==> config.mk <==
export PLATFORM = sky130hd
export DESIGN_NAME = within_stim_gen
export DESIGN_NICKNAME = d
export VERILOG_FILES = /design/src/rtl/within_pkg.sv /design/src/rtl/within_stim_gen_win_shaper.sv /design/src/rtl/within_stim_gen.sv
export SDC_FILE = /design/constraint.sdc
export NUM_CORES = 1
export LEC_CHECK = 0
export CELL_PAD_IN_SITES_DETAIL_PLACEMENT = 0
export CELL_PAD_IN_SITES_GLOBAL_PLACEMENT = 1
export CORE_AREA = 2 2 71 73
export DETAILED_ROUTE_END_ITERATION = 10
export DIE_AREA = 0 0 73 75
export GPL_TIMING_DRIVEN = 0
export PLACE_DENSITY = 0.75
export SYNTH_ARGS = -nofsm -noshare
export SYNTH_HDL_FRONTEND = slang
export SYNTH_SLANG_ARGS = --single-unit
==> constraint.sdc <==
create_clock -name clk -period 2.7 [get_ports clk]
set_input_delay 0.54 -clock clk [delete_from_list [all_inputs] [get_ports clk]]
set_output_delay 0.54 -clock clk [all_outputs]
set_load 0.01 [all_outputs]
==> src/rtl/within_pkg.sv <==
// Shared definitions for the within-operator stimulus generator and its downstream checker.
package within_pkg;

  typedef enum logic [1:0] {
    IDLE,
    RUN,
    POST
  } state_t;

  localparam int unsigned A_LEN_DEF = 4;
  localparam int unsigned GAP_DEF   = 2;
  localparam int unsigned B_LEN_DEF = 2;

  function automatic int unsigned win_len(input int unsigned a_len,
                                          input int unsigned gap,
                                          input int unsigned b_len);
    return a_len + gap + b_len;
  endfunction

endpackage

==> src/rtl/within_stim_gen_win_shaper.sv <==
// Combinational decode of a/b/c/d for one window cycle; registered by the caller.
module win_shaper
  import within_pkg::*;
#(
  parameter int unsigned A_LEN = A_LEN_DEF,
  parameter int unsigned GAP   = GAP_DEF,
  parameter int unsigned B_LEN = B_LEN_DEF,
  localparam int unsigned WIN  = win_len(A_LEN, GAP, B_LEN),
  localparam int unsigned KW   = $clog2(WIN)
) (
  input  state_t         state,
  input  logic [KW-1:0]  k,
  input  logic [WIN-1:0] c_pat,
  input  logic [WIN-1:0] d_pat,
  output logic           a,
  output logic           b,
  output logic           c,
  output logic           d
);

  // Both boundaries are < WIN because B_LEN >= 1, so they fit in KW bits.
  localparam logic [KW-1:0] A_END   = KW'(A_LEN);
  localparam logic [KW-1:0] B_START = KW'(A_LEN + GAP);

  always_comb begin
    a = 1'b0;
    b = 1'b0;
    c = 1'b0;
    d = 1'b0;
    if (state == RUN) begin
      a = (k < A_END);
      b = (k >= B_START);
      c = c_pat[k];
      d = d_pat[k];
    end
  end

endmodule

==> src/rtl/within_stim_gen.sv <==
// Framed a/b reference-window generator with pattern-driven c/d events and repeat count.
module within_stim_gen
  import within_pkg::*;
#(
  parameter int unsigned A_LEN = A_LEN_DEF,
  parameter int unsigned GAP   = GAP_DEF,
  parameter int unsigned B_LEN = B_LEN_DEF,
  parameter int unsigned REP_W = 4,
  localparam int unsigned WIN  = win_len(A_LEN, GAP, B_LEN)
) (
  input  logic                    clk,
  input  logic                    rst,
  input  logic                    start,
  input  logic                    abort,
  input  logic [WIN-1:0]          c_pat,
  input  logic [WIN-1:0]          d_pat,
  input  logic [REP_W-1:0]        rep,
  output logic                    a,
  output logic                    b,
  output logic                    c,
  output logic                    d,
  output logic                    busy,
  output logic                    done,
  output logic [$clog2(WIN)-1:0]  win_idx,
  output logic [REP_W-1:0]        rep_idx
);

  localparam int unsigned   KW     = $clog2(WIN);
  localparam logic [KW-1:0] K_LAST = KW'(WIN - 1);

  state_t           state, nxt_state;
  logic [KW-1:0]    k, nxt_k;
  logic [REP_W-1:0] rep_lat, nxt_rep_lat;
  logic [REP_W-1:0] nxt_rep_idx;
  logic [WIN-1:0]   c_lat, d_lat, nxt_c_lat, nxt_d_lat;
  logic             nxt_done;
  logic             sh_a, sh_b, sh_c, sh_d;

  always_comb begin
    nxt_state   = state;
    nxt_k       = k;
    nxt_rep_idx = rep_idx;
    nxt_rep_lat = rep_lat;
    nxt_c_lat   = c_lat;
    nxt_d_lat   = d_lat;
    nxt_done    = 1'b0;
    unique case (state)
      IDLE: begin
        if (start && !abort) begin
          nxt_state   = RUN;
          nxt_k       = '0;
          nxt_rep_idx = '0;
          nxt_rep_lat = rep;
          nxt_c_lat   = c_pat;
          nxt_d_lat   = d_pat;
        end
      end
      RUN: begin
        if (abort) begin
          nxt_state   = IDLE;
          nxt_k       = '0;
          nxt_rep_idx = '0;
        end else if (k == K_LAST) begin
          nxt_state = POST;
          nxt_k     = '0;
        end else begin
          nxt_k = k + 1'b1;
        end
      end
      POST: begin
        if (abort) begin
          nxt_state   = IDLE;
          nxt_rep_idx = '0;
        end else if (rep_idx < rep_lat) begin
          nxt_state   = RUN;
          nxt_k       = '0;
          nxt_rep_idx = rep_idx + 1'b1;
        end else begin
          nxt_state   = IDLE;
          nxt_rep_idx = '0;
          nxt_done    = 1'b1;
        end
      end
      default: begin
        nxt_state   = IDLE;
        nxt_k       = '0;
        nxt_rep_idx = '0;
      end
    endcase
  end

  // Decoding the next state lets a rise in the very first cycle after the start edge.
  win_shaper #(
    .A_LEN (A_LEN),
    .GAP   (GAP),
    .B_LEN (B_LEN)
  ) u_shaper (
    .state (nxt_state),
    .k     (nxt_k),
    .c_pat (nxt_c_lat),
    .d_pat (nxt_d_lat),
    .a     (sh_a),
    .b     (sh_b),
    .c     (sh_c),
    .d     (sh_d)
  );

  always_ff @(posedge clk) begin
    if (rst) begin
      state   <= IDLE;
      k       <= '0;
      rep_idx <= '0;
      rep_lat <= '0;
      c_lat   <= '0;
      d_lat   <= '0;
      a       <= 1'b0;
      b       <= 1'b0;
      c       <= 1'b0;
      d       <= 1'b0;
      busy    <= 1'b0;
      done    <= 1'b0;
    end else begin
      state   <= nxt_state;
      k       <= nxt_k;
      rep_idx <= nxt_rep_idx;
      rep_lat <= nxt_rep_lat;
      c_lat   <= nxt_c_lat;
      d_lat   <= nxt_d_lat;
      a       <= sh_a;
      b       <= sh_b;
      c       <= sh_c;
      d       <= sh_d;
      busy    <= (nxt_state != IDLE);
      done    <= nxt_done;
    end
  end

  // k is held at zero outside RUN, so it doubles as the window index output.
  assign win_idx = k;

endmodule

==> flow_summary.yaml <==
global_routing:
  overflow: 0
  globalRouteTotalUtil_pct: 14.6
  grt_pass1_wl_mm: 6.07
  antenna_found_initial: 0
  grt_pass1_vias: 1380
  grt_max_degree: 11
setup_path:
  worstPathArrival_ns: 2.60
  critical_path_class: "input pin to flip-flop"
  crit_fanout: 10
  crit_path_max_incr_delay_ns: 0.42
  worstPathCellList: "clkdlybuf4s50_1 -> buf_4 -> o21ba_4 -> nor3b_1 -> a211oi_2 -> buf_2 -> mux2i_1 -> nand2_1 -> nand4_1"
  slowest_stage: "clkdlybuf4s50_1"
  start_kind: "input pin"
  worstPathRequired_ns: 2.93
  cp-end-kind: "flip-flop"
  rr_worst_depth: 8
floorplan:
  dieArea_um2: 5480
  pin_count: 37
  die_h_um: 75
  placementRows: 25
  die_w_um: 73
  core_area_um2: 4660
  start_util_pct: 35.8
cts:
  cts-root-buf: "clkbuf_8"
  cts_setup_buffers: 0
  cts_hold_buf: 0
  cts_tree: "built"
  clkTransAtPathRegs_ns: 0.07
  numClockSinks: 35
  h-tree-depth: 2
  clk_path_buf_depth: 2
  post_cts_resized: 0
  numCtsBuffers: 5
  clk_latency_ns: 0.29
route:
  antenna_left: 0
  post_drt_wl_per_cell_um: 12.3
  drc: 0
  top_layer: "met4"
  drt_pre_antenna_iters: 4
  wl_met2_mm: 1.64
  dr_wl_met3_um: 138
  drtIter0Drc: 49
  vias: 1402
  met1_length_mm: 1.66
  avgViaCountPerCell: 4.90
  wirelength_mm: 3.52
hold_path:
  hold_path_depth: 2
  hp-class: "flip-flop to flip-flop"
layout:
  area_delta_synth_final_pct: 29.9
  layoutNonFillerInstCount: 286
  final_nets: 261
  diodes: 0
  layout-drive-gt1-share_pct: 9.48
sta:
  slew_headroom_pct: 66.4
  worstMarginPinSlew_ns: 0.503
  skew_ns: 0.00846
  finalMaxSlewViolations: 0
  finalSetupViolCount: 0
  fmax_mhz: 422
  rsz0062_at_grt: "no"
  setup_tns_ns: 0
  min_period_ns: 2.37
  fin_crit_sh_pct: 87.8
  hold_violations: 0
yosys:
  ys_types: 43
  synth_top_cells_by_area: "dfxtp_1 42%, nand2_1 9.2%, a21oi_1 5.4%"
  synth_seq_cells: 35
  synth_top_cell_by_area: "dfxtp_1"
  syn_inst: 189
  synthFlopType: "dfxtp_1"
  syn_area_per_cell_um2: 8.84
  yosysMostFrequentCell: "nand2_1"
  synth_area_um2: 1670
  synth_fp_nets: 219
  async_flop_share_pct: 0
  yosysWarnings: 0
  synth_common_cells: "41 x nand2_1, 35 x dfxtp_1, 19 x nor2_1"
  synth_edf_count: 0
  netlist.area_leader.share_pct: 41.9
  yosysSeqAreaShare_pct: 41.9
power_and_ir_drop:
  vdd_drop_max_v: 0.000227
  leakagePower_nw: 0.823
  p_total_mw: 1.06
  powerDensity_nw_per_um2: 487
placed_design:
  hpwl_mm: 2.67
  gp_congestion: 0.694
  dp_cells: 278
  port_buffers: 35
outcome:
  status: "complete, no violations"
run:
  drv_cap: 0
==> state kept, by name (all words and copies together), names as in the netlist, 2 cells and up <==
register,cells
d_lat,8
c_lat,8
state,2
win_idx,3
rep_lat,4
rep_idx,4
==> placed cells by master, fill, tap and decap left out, types with 5 or more instances in the layout <==
master           count
dfxtp_1             35
nor2_1              19
inv_1                5
nand2_1             41
clkdlybuf4s50_1     35
clkbuf_1             9
clkbuf_8             5
a21oi_1             18
ha_1                 6
mux2i_1              7
==> metal layers <==
metal | global-route usage [%] | vias up
met1 | 18.3 | 630
met3 | 3.35 | 7
met4 | 6.79 | 0
met2 | 23.9 | 31
li1 | - | 734
met5 | 0 | -
==> cell type report <==
cell class,instances,area (um^2)
flip-flops and latches,35,701
fillers,489,2490
multi-input cells,138,890
inverters,5,18.8
clock buffers,7,76.3
repair buffers,35,350
plain buffers,11,61.3
clock inverters,1,5.00
well taps,54,67.6
==> stage by stage <==
stage | worst slack (ns) | utilization [%] | area [um^2] | hold WS, ns
final | 0.331 | 46.6 | 2170 | 0.457
after global routing | 0.210 | 46.6 | 2170 | 0.476
after CTS | 0.326 | 46.6 | 2170 | 0.458
after detailed placement | 0.0387 | 44.8 | 2090 | 0.449
after global placement | 0.0222 | 44.8 | 2090 | 0.446
after floorplan | 0.655 | - | 1670 | 0.431
==> power breakdown <==
group	internal, mW	leakage (nW)	switching [mW]	total, mW
logic	0.0757	0.496	0.0733	0.149
registers	0.536	0.285	0.0111	0.547
clock network	0.181	0.0422	0.180	0.361
==> critical path: cells and delay by family <==
family	cells	cell delay [ns]
mux	1	0.27
simple gates	3	0.22
buf+inv	3	0.92
compound gates	2	0.65
==> kinds of logic after synthesis <==
family	after synthesis	synth area share, %
flip-flops	35	41.9
AO/OA/AOI/OAI	36	16.1
buffers and inverters	16	4.79
XOR/XNOR	3	1.57
multiplexers	9	5.54
AND/OR/NAND/NOR	84	25.5
adder cells (fa/ha/maj)	6	4.49
==> final timing paths <==
| path | startpoint | to | slack [ns] |
|---|---|---|---|
| hold / removal | c_lat[0] | c_lat[0] | 0.46 |
| setup reg to reg | rep_idx[1] | d | 0.40 |
| setup / recovery | abort | d | 0.33 |
| hold reg to reg | c_lat[0] | c_lat[0] | 0.46 |
Note: power is estimated with default switching activity, not from simulation.
==> variant (config.mk and constraints unchanged) <==
Change the package constant `GAP_DEF` from 2 to 4.
--- a/src/rtl/within_pkg.sv
+++ b/src/rtl/within_pkg.sv
@@ -9,5 +9,5 @@
 
   localparam int unsigned A_LEN_DEF = 4;
-  localparam int unsigned GAP_DEF   = 2;
+  localparam int unsigned GAP_DEF   = 4;
   localparam int unsigned B_LEN_DEF = 2;
 
Interface: changed (resized c_pat, d_pat and win_idx); port bits go from 37 to 42. The function was not compared with the original's and may differ.
==> variant against the unedited design <==
Synthesized cell count grew 20%. Power is 14% higher. Wire length is 16% higher. Sequential cell count grew 5. Cell area is 14% higher. Global-route usage rose by 2.3 points. Synthesized area rose by 14%. Critical path depth unchanged. Sequential power increased by 14%. Worst setup slack got worse by 0.18 ns. Register-to-register slack worse by 0.25 ns. Cell count increased by 15%. Highest routed layer unchanged.
==> variant: results (changes against the unedited design) <==
stage,metric,value,unit,change
placed_design,DP Wirelength,3.10,mm,+16%
placed_design,cell area after placement,0.00238,mm2,+14%
global_route,vias in the first global route,1575,,+14%
critical_path,Arrival @ worst endpoint,2.73,ns,+0.13 ns
yosys,Synth Net Count,261,,+19%
yosys,"Seq/Total Area, Yosys",41.9,%,about the same
clock_network,TritonCTS Buffers,5,,unchanged
drt,Met3 Routed Length,136,um,-1.4%
yosys,Compound-Gate Fraction of Synth Area,18.9,%,+2.8 points
global_route,global-route wire length before repair,7.16,mm,+18%
yosys,#FFs+latches synth,40,,+14%
power,worst ir drop on vdd,0.307,mV,+36%
clock_network,CTS root buffer,clkbuf_8,,
yosys,Post-synth top cells,"nand2_1, dfxtp_1, a21oi_1",,
power,internal power,0.905,mW,+14%
global_route,Global Route Usage Sum,16.9,%,+2.3 points
critical_path,max incr delay on CP,0.47,ns,+0.05 ns
yosys,post-synthesis area per instance,8.42,um2,-4.8%
global_route,met2 Usage GRT,26.8,%,+2.9 points
layout,Multi-input gate area,0.00102,mm2,+15%
drt,WL met2,1.81,mm,+10%
layout,filler cell count,468,,-4.3%
placed_design,I/O Buffers,40,,+14%
yosys,post-synthesis mux area share,3.67,%,-1.9 points
placed_design,Placed Cells,321,,+15%
power,pwr dens,486,mW/mm2,-0.15%
yosys,synth top area cells,"dfxtp_1, nand2_1, a21oi_1, ha_1, mux2i_1",,
global_route,initial antenna violation count,0,,unchanged
drt,M1 WL,2.07,mm,+24%
drt,via count,1621,,+16%
power,Clk pwr share,34.1,%,about the same
drt,Post-Route WL,4.07,mm,+16%
layout,ant diodes,0,,unchanged
global_route,largest net degree at the start of global routing,12,,+1
layout,share of cells above drive strength 1,6.91,%,-2.6 points
timing,skew final,0.00693,ns,-0.00153 ns
power,Logic power comb,0.166,mW,+11%
yosys,Post-synth top flop,dfxtp_1,,
yosys,Synth cell types,40,,-7.0%
timing,relative slew slack,50.4,%,-16 points
status,outcome,finished clean,,
drt,drt first-iter violations,53,,+8.2%
critical_path,Crit path max-delay family,compound AO/OA/AOI/OAI gates,,
layout,Layout Nets,308,,+18%
power,Leakage,0.917,nW,+11%
yosys,Synth Area in Adders,3.93,%,-0.57 points
global_route,met3 Track Usage GR,4.15,%,+0.80 points
placed_design,RePlAce Congestion,0.779,,+12%
layout,Final Non-Filler Cells,329,,+15%
clock_network,"Clk pin slew, worst setup/hold paths",0.07,ns,about the same
yosys,Synth Area in XOR/XNOR,1.83,%,+0.26 points
clock_network,H-tree Lvls,2,,unchanged
placed_design,post-place setup slack,-0.307,ns,-0.346 ns
global_route,GR Util met1,22.6,%,+4.3 points
layout,Largest regs,"c_lat (10), d_lat (10)",,
-- variant: final cells by class --
| class | count | area share, % |
|---|---|---|
| flip-flops and latches | 40 | 32.5 |
| well taps | 54 | 2.74 |
| plain buffers | 12 | 2.43 |
| multi-input cells | 168 | 41.5 |
| inverters | 7 | 1.06 |
| repair buffers | 40 | 16.2 |
| clock buffers | 8 | 3.65 |
-- variant: worst min-delay path: cells and delay by family, from the launching register on --
kind | cells | cell delay, ns
simple gates | 1 | 0.05
compound gates | 1 | 0.05
flops | 1 | 0.31
-- variant: repair_timing --
item | 4_1_cts | 5_1_grt
gates resized for setup | 1 | 2
setup buffers | 0 | 0
endpoints found under the setup margin | 1 | 2
-- variant: worst paths after layout --
kind	start	to	slack (ns)	cells past startpoint
worst min register to register	rep_lat[0]	rep_lat[0]	0.45	2
worst min-delay path	rep_lat[0]	rep_lat[0]	0.45	2
worst max register to register	rep_idx[3]	c	0.15	9
worst max-delay path	start	c	0.15	9
